--- src/rtl/issue_pkg.sv ---
// Shared field layout and decoded-instruction type for the instruction issue queue.
// The address field is sized for the widest supported ADDR_W; the top keeps only the low ADDR_W bits.
package issue_pkg;
  localparam int INSTR_W      = 32;
  localparam int DATA_W       = 16;
  localparam int OPC_LSB      = 0;
  localparam int OPC_W        = 4;
  localparam int COL_LSB      = 4;
  localparam int ROW_LSB      = 7;
  localparam int RC_W         = 3;
  localparam int ID_LSB       = 10;
  localparam int ID_W         = 2;
  localparam int IMM_DATA_LSB = 4;
  localparam int LOC_DATA_LSB = 12;
  localparam int ADDR_MAX_W   = 16;

  typedef enum logic {
    ST_EMPTY = 1'b0,
    ST_HOLD  = 1'b1
  } out_state_t;

  typedef struct packed {
    logic [OPC_W-1:0]      opcode;
    logic [ADDR_MAX_W-1:0] addr;
    logic [DATA_W-1:0]     data;
    logic                  err;
  } issue_t;
endpackage

--- src/rtl/issue_fifo.sv ---
// Small synchronous FIFO with combinational head read, occupancy level and synchronous flush.
// Flush takes priority over push and pop.
module issue_fifo #(
  parameter int DEPTH = 4,
  parameter int W     = 32,
  localparam int PTR_W = $clog2(DEPTH),
  localparam int LVL_W = PTR_W + 1
) (
  input  logic             clk,
  input  logic             rst_n,
  input  logic             flush,
  input  logic             push,
  input  logic             pop,
  input  logic [W-1:0]     wdata,
  output logic [W-1:0]     rdata,
  output logic             full,
  output logic             empty,
  output logic [LVL_W-1:0] level
);
  logic [W-1:0]     mem_reg [DEPTH];
  logic [PTR_W-1:0] wr_ptr_reg;
  logic [PTR_W-1:0] rd_ptr_reg;
  logic [LVL_W-1:0] level_reg;
  logic             push_en;
  logic             pop_en;

  assign full    = (level_reg == LVL_W'(DEPTH));
  assign empty   = (level_reg == '0);
  assign level   = level_reg;
  assign rdata   = mem_reg[rd_ptr_reg];
  assign push_en = push && !full && !flush;
  assign pop_en  = pop && !empty && !flush;

  // Storage needs no reset: nothing is read until the level says it is valid.
  always_ff @(posedge clk) begin
    if (push_en) mem_reg[wr_ptr_reg] <= wdata;
  end

  always_ff @(posedge clk or negedge rst_n) begin
    if (!rst_n) begin
      wr_ptr_reg <= '0;
      rd_ptr_reg <= '0;
      level_reg  <= '0;
    end else if (flush) begin
      wr_ptr_reg <= '0;
      rd_ptr_reg <= '0;
      level_reg  <= '0;
    end else begin
      if (push_en) wr_ptr_reg <= wr_ptr_reg + 1'b1;
      if (pop_en)  rd_ptr_reg <= rd_ptr_reg + 1'b1;
      case ({push_en, pop_en})
        2'b10:   level_reg <= level_reg + 1'b1;
        2'b01:   level_reg <= level_reg - 1'b1;
        default: level_reg <= level_reg;
      endcase
    end
  end
endmodule

--- src/rtl/instr_issue_queue.sv ---
// Buffered instruction decode: FIFO, head decode and a registered output stage with handshake.
// Define ISSUE_BOUNDS_CHECK_EN to flag out-of-range row/col/id on location-form instructions.
module instr_issue_queue
  import issue_pkg::*;
#(
  parameter int DIM     = 5,
  parameter int NUM_MAT = 4,
  parameter int DEPTH   = 4,
  parameter int ADDR_W  = 7
) (
  input  logic                       clk,
  input  logic                       rst_n,
  input  logic                       flush,
  input  logic                       in_valid,
  output logic                       in_ready,
  input  logic [INSTR_W-1:0]         in_instr,
  output logic                       out_valid,
  input  logic                       out_ready,
  output logic [OPC_W-1:0]           out_opcode,
  output logic [ADDR_W-1:0]          out_addr,
  output logic [DATA_W-1:0]          out_data,
  output logic                       out_err,
  output logic [$clog2(DEPTH):0]     level
);
  out_state_t         state_reg;
  issue_t             out_reg;
  logic               ready_en_reg;
  logic               fifo_full;
  logic               fifo_empty;
  logic               pop;
  logic [INSTR_W-1:0] head;
  logic               unused_bits;

  function automatic issue_t decode(input logic [INSTR_W-1:0] w);
    issue_t            d;
    logic [RC_W-1:0]   row;
    logic [RC_W-1:0]   col;
    logic [ID_W-1:0]   id;
    logic [ADDR_W-1:0] a;
    d   = '0;
    col = w[COL_LSB +: RC_W];
    row = w[ROW_LSB +: RC_W];
    id  = w[ID_LSB +: ID_W];
    a   = ADDR_W'(id) * ADDR_W'(DIM * DIM) + ADDR_W'(row) * ADDR_W'(DIM) + ADDR_W'(col);
    d.opcode = w[OPC_LSB +: OPC_W];
    if (d.opcode[OPC_W-1]) begin
      d.data = w[IMM_DATA_LSB +: DATA_W];
    end else begin
      d.data = w[LOC_DATA_LSB +: DATA_W];
`ifdef ISSUE_BOUNDS_CHECK_EN
      if (32'(row) >= DIM || 32'(col) >= DIM || 32'(id) >= NUM_MAT) d.err = 1'b1;
      else d.addr = ADDR_MAX_W'(a);
`else
      d.addr = ADDR_MAX_W'(a);
`endif
    end
    return d;
  endfunction

`ifndef ISSUE_BOUNDS_CHECK_EN
  localparam int unused_num_mat = NUM_MAT;
`endif

  // ready_en_reg keeps in_ready low until the first edge after reset release.
  assign in_ready = ready_en_reg && !fifo_full && !flush;
  assign pop      = !flush && !fifo_empty && (state_reg == ST_EMPTY || out_ready);

  issue_fifo #(.DEPTH(DEPTH), .W(INSTR_W)) u_fifo (
    .clk   (clk),
    .rst_n (rst_n),
    .flush (flush),
    .push  (in_valid && in_ready),
    .pop   (pop),
    .wdata (in_instr),
    .rdata (head),
    .full  (fifo_full),
    .empty (fifo_empty),
    .level (level)
  );

  always_ff @(posedge clk or negedge rst_n) begin
    if (!rst_n) begin
      state_reg    <= ST_EMPTY;
      out_reg      <= '0;
      ready_en_reg <= 1'b0;
    end else begin
      ready_en_reg <= 1'b1;
      if (flush) begin
        state_reg <= ST_EMPTY;
      end else if (pop) begin
        state_reg <= ST_HOLD;
        out_reg   <= decode(head);
      end else if (state_reg == ST_HOLD && out_ready) begin
        state_reg <= ST_EMPTY;
      end
    end
  end

  assign out_valid  = (state_reg == ST_HOLD);
  assign out_opcode = out_reg.opcode;
  assign out_addr   = out_reg.addr[ADDR_W-1:0];
  assign out_data   = out_reg.data;
  assign out_err    = out_reg.err;

  assign unused_bits = ^{head[INSTR_W-1:28], out_reg.addr};
endmodule
--- config.mk ---
export PLATFORM = sky130hd
export DESIGN_NAME = instr_issue_queue
export DESIGN_NICKNAME = d
export VERILOG_FILES = /design/src/rtl/issue_pkg.sv /design/src/rtl/issue_fifo.sv /design/src/rtl/instr_issue_queue.sv
export SDC_FILE = /design/constraint.sdc
export NUM_CORES = 1
export LEC_CHECK = 0
export BUFFER_PORTS_ARGS = -buffer_cell sky130_fd_sc_hd__buf_2
export CORE_ASPECT_RATIO = 0.75
export CORE_MARGIN = 10
export CORE_UTILIZATION = 55
export CTS_BUF_LIST = sky130_fd_sc_hd__clkbuf_8 sky130_fd_sc_hd__clkbuf_16
export DETAILED_ROUTE_END_ITERATION = 6
export HOLD_SLACK_MARGIN = 0.03
export PLACE_DENSITY = 0.73
export SLEW_MARGIN = 15
export SYNTH_ARGS = -nofsm -noshare
export SYNTH_HDL_FRONTEND = slang
export SYNTH_SLANG_ARGS = --single-unit
--- constraint.sdc ---
create_clock -name clk -period 5.05 [get_ports clk]
set_clock_uncertainty 0.05 [all_clocks]
set_input_delay 0.2525 -clock clk [delete_from_list [all_inputs] [get_ports clk]]
set_output_delay 0.2525 -clock clk [all_outputs]
set_load 0.01 [all_outputs]
==> reports/metrics.yaml <==
status: "completed"
clockPowerShare_pct: 31.6
h-tree-depth: 4
fin_area_sq_um: 7510
antenna_found_initial: 0
drc: 0
post_cts_buffers: 0
die_h_microns: 112
finalWorstSetupSlack_ns: 1.21
synth_area_per_cell_sq_um: 16.8
antenna_cells: 0
cts.repair.resized: 0
drt_iter0_markers: 270
p_sw_share_pct: 30.3
overflow: 0
final_common_cell: "edfxtp_1"
vias_per_cell: 5.38
post-place-ws_ns: 1.18
synth_edf_count: 112
final_cells: 619
synthCells: 370
slew_headroom_pct: 41.6
syn-num-nets: 431
setup_violations: 0
fin_nets: 528
layout-drive-gt1-share_pct: 27.8
period_share_pct: 76.1
switchingPower_uw: 1190
synth-seq-cells: 148
root_buffer: "clkbuf_16"
ys_warn_count: 0
netlist_area_sq_um: 6210
cts_buffers: 17
placed_area_sq_um: 6630
grt_pass1_wl_microns: 19800
start_util_pct: 56.6
synth_top_area_share_pct: 54.1
io_pins: 70
hp-class: "in -> reg"
routed_wirelength_microns: 11900
grt_pass1_vias: 3622
internal_power_uw: 2740
fmax_mhz: 260
p_leak_uw: 0.00294
p_seq_share_pct: 39.8
finalPower_uw: 3930
dpl.hpwl_microns: 7640
crit_path_max_incr_delay_ns: 0.68
ys.flop_type: "edfxtp_1"
largest_register_ffs: 112
cts_tree: "built"
rsz0062_at_grt: "false"
critPathLaunchType: "flop"
grt_usage_pct: 16.2
cts_buffer_depth: 2
drt-wirelength-per-cell_microns: 19.3
p_comb_share_pct: 28.6
coreArea_sq_um: 11000
die_w_microns: 143
clkTransAtPathRegs_ns: 0.06
ir_drop_mv: 0.395
first_pass_iters: 4
synth.distinct_cells: 34
num_vias: 3331
end_kind: "flop"
hold_violations: 0
die_area_sq_um: 16000
io_buffers: 64
num_rows: 33
crit_type: "reg -> reg"
synthArstFlopShare_pct: 24.3
ys_top_cells_by_area: "edfxtp_1, dfrtp_1, mux4_2"
gp_congestion: 0.723
crit_fanout: 15
crit_chain: "mux4_2, ha_1, ha_1, inv_1, fa_1, inv_1, ha_1, inv_1, fa_1, nand2b_1, a21oi_1, xor2_1, a22o_1"
clk_latency_ns: 0.42
required_ns: 5.31
crit_slowest_cell: "dfrtp_2"
dp.cells: 559
power_density_nw_per_um2: 523
synth_top_area_cell: "edfxtp_1"
syn_to_final_growth_pct: 20.9
finalMaxSlewViolations: 0
ant_nets: 0
max_cap_viol_count: 0
min_period_ns: 3.84
grt_max_degree: 50
worst_pin_slew_ns: 0.876
fin_tns_setup_ns: 0
yosysSeqAreaShare_pct: 68.7
layout_common_cells: "edfxtp_1, buf_2, nand2_1"
worstPathArrival_ns: 4.10
clock_sinks: 148
==> power groups by stage <==
stage / Combinational, uW / Sequential (uW) / Clock, uW
4_1_cts: 1140 / 1560 / 1260
6_report: 1130 / 1560 / 1240
3_5_place_dp: 1120 / 1590 / 0
2_1_floorplan: 761 / 1600 / 0
3_3_place_gp: 1090 / 1580 / 0
5_1_grt: 1290 / 1580 / 1320
==> worst max-delay path, delay by kind of cell (launching register included) <==
family	cells	cell delay, ns
xor+xnor	1	0.08
compound gates	2	0.33
mux	1	0.65
flops	1	0.68
buf+inv	3	0.17
fa+ha+maj	5	1.61
simple gates	1	0.16
==> layer usage <==
metal	vias to the layer above	share of wire [%]	routed length (microns)	GRT usage [%]
li1	1573	-	-	-
met1	1666	45	5400	21.1
met2	83	47	5640	25.0
met3	9	6.6	789	5.22
met4	0	0.95	114	6.10
met5	-	0	0	0
==> cell type report <==
type | count | area, sq um
Sequential cell | 148 | 4270
Fill cell | 745 | 3470
Multi-Input combinational cell | 183 | 1770
Timing Repair Buffer | 97 | 641
Clock buffer | 17 | 425
Tap cell | 140 | 175
Clock inverter | 14 | 161
Inverter | 20 | 75.1
==> cells in the mapped netlist, types with 2 or more instances <==
cell type	instances
a21oi_1	2
a22o_1	2
and2_1	4
buf_2	9
buf_6	3
clkbuf_1	6
conb_1	2
dfrtp_1	36
edfxtp_1	112
fa_1	5
ha_1	19
inv_1	20
mux2_2	2
mux2i_1	22
mux4_2	27
nand2_1	38
nand2b_1	4
nand3_1	2
nor2_1	10
nor2b_1	3
nor3_2	2
nor3b_1	2
o21ai_0	17
o31ai_1	4
or3_1	3
xnor2_1	5
xor2_1	2
==> repair_timing <==
item | in CTS | in global routing
setup endpoints to repair | 0 | 0
hold buffers | 29 | 0
hold endpoints to repair | 148 | 0
==> through the flow <==
| stage | hold WS [ns] | utilization, % |
|---|---|---|
| after floorplan | -0.0931 | - |
| after global placement | 0.367 | 60.4 |
| after detailed placement | 0.385 | 60.4 |
| after CTS | 0.125 | 68.4 |
| after global routing | 0.132 | 68.4 |
| final | 0.142 | 68.4 |
==> logic make-up (layout without fill, tap and decap cells) <==
logic type	Yosys count	in the layout	synth area share, %
DFF	148	148	68.7
other	2	2	0.121
buffers and inverters	39	148	2.96
AOI/OAI and AO/OA	29	29	2.88
adders and majority gates	24	24	5.44
muxes	51	51	13.7
xor gates and xnor gates	7	7	0.987
and+or+nand+nor	70	70	5.26
==> final timing paths <==
path / slack, ns / startpoint / end / depth (start not counted)
worst max-delay path: 1.21 / u_fifo.rd_ptr_reg[0]$_DFFE_PN0P_ / out_addr[6]$_DFFE_PN0P_ / 13
worst min-delay path: 0.14 / flush / out_valid$_DFFE_PN0P_ / 2
worst max register to register: 1.21 / u_fifo.rd_ptr_reg[0]$_DFFE_PN0P_ / out_addr[6]$_DFFE_PN0P_ / 13
worst min register to register: 0.42 / out_addr[2]$_DFFE_PN0P_ / out_addr[2]$_DFFE_PN0P_ / 2
max in group asynchronous: 3.91 / rst_n / u_fifo.rd_ptr_reg[0]$_DFFE_PN0P_ / 2
min in group asynchronous: 0.44 / rst_n / out_opcode[0]$_DFFE_PN0P_ / 2
Note: power is estimated with default switching activity, not from simulation.
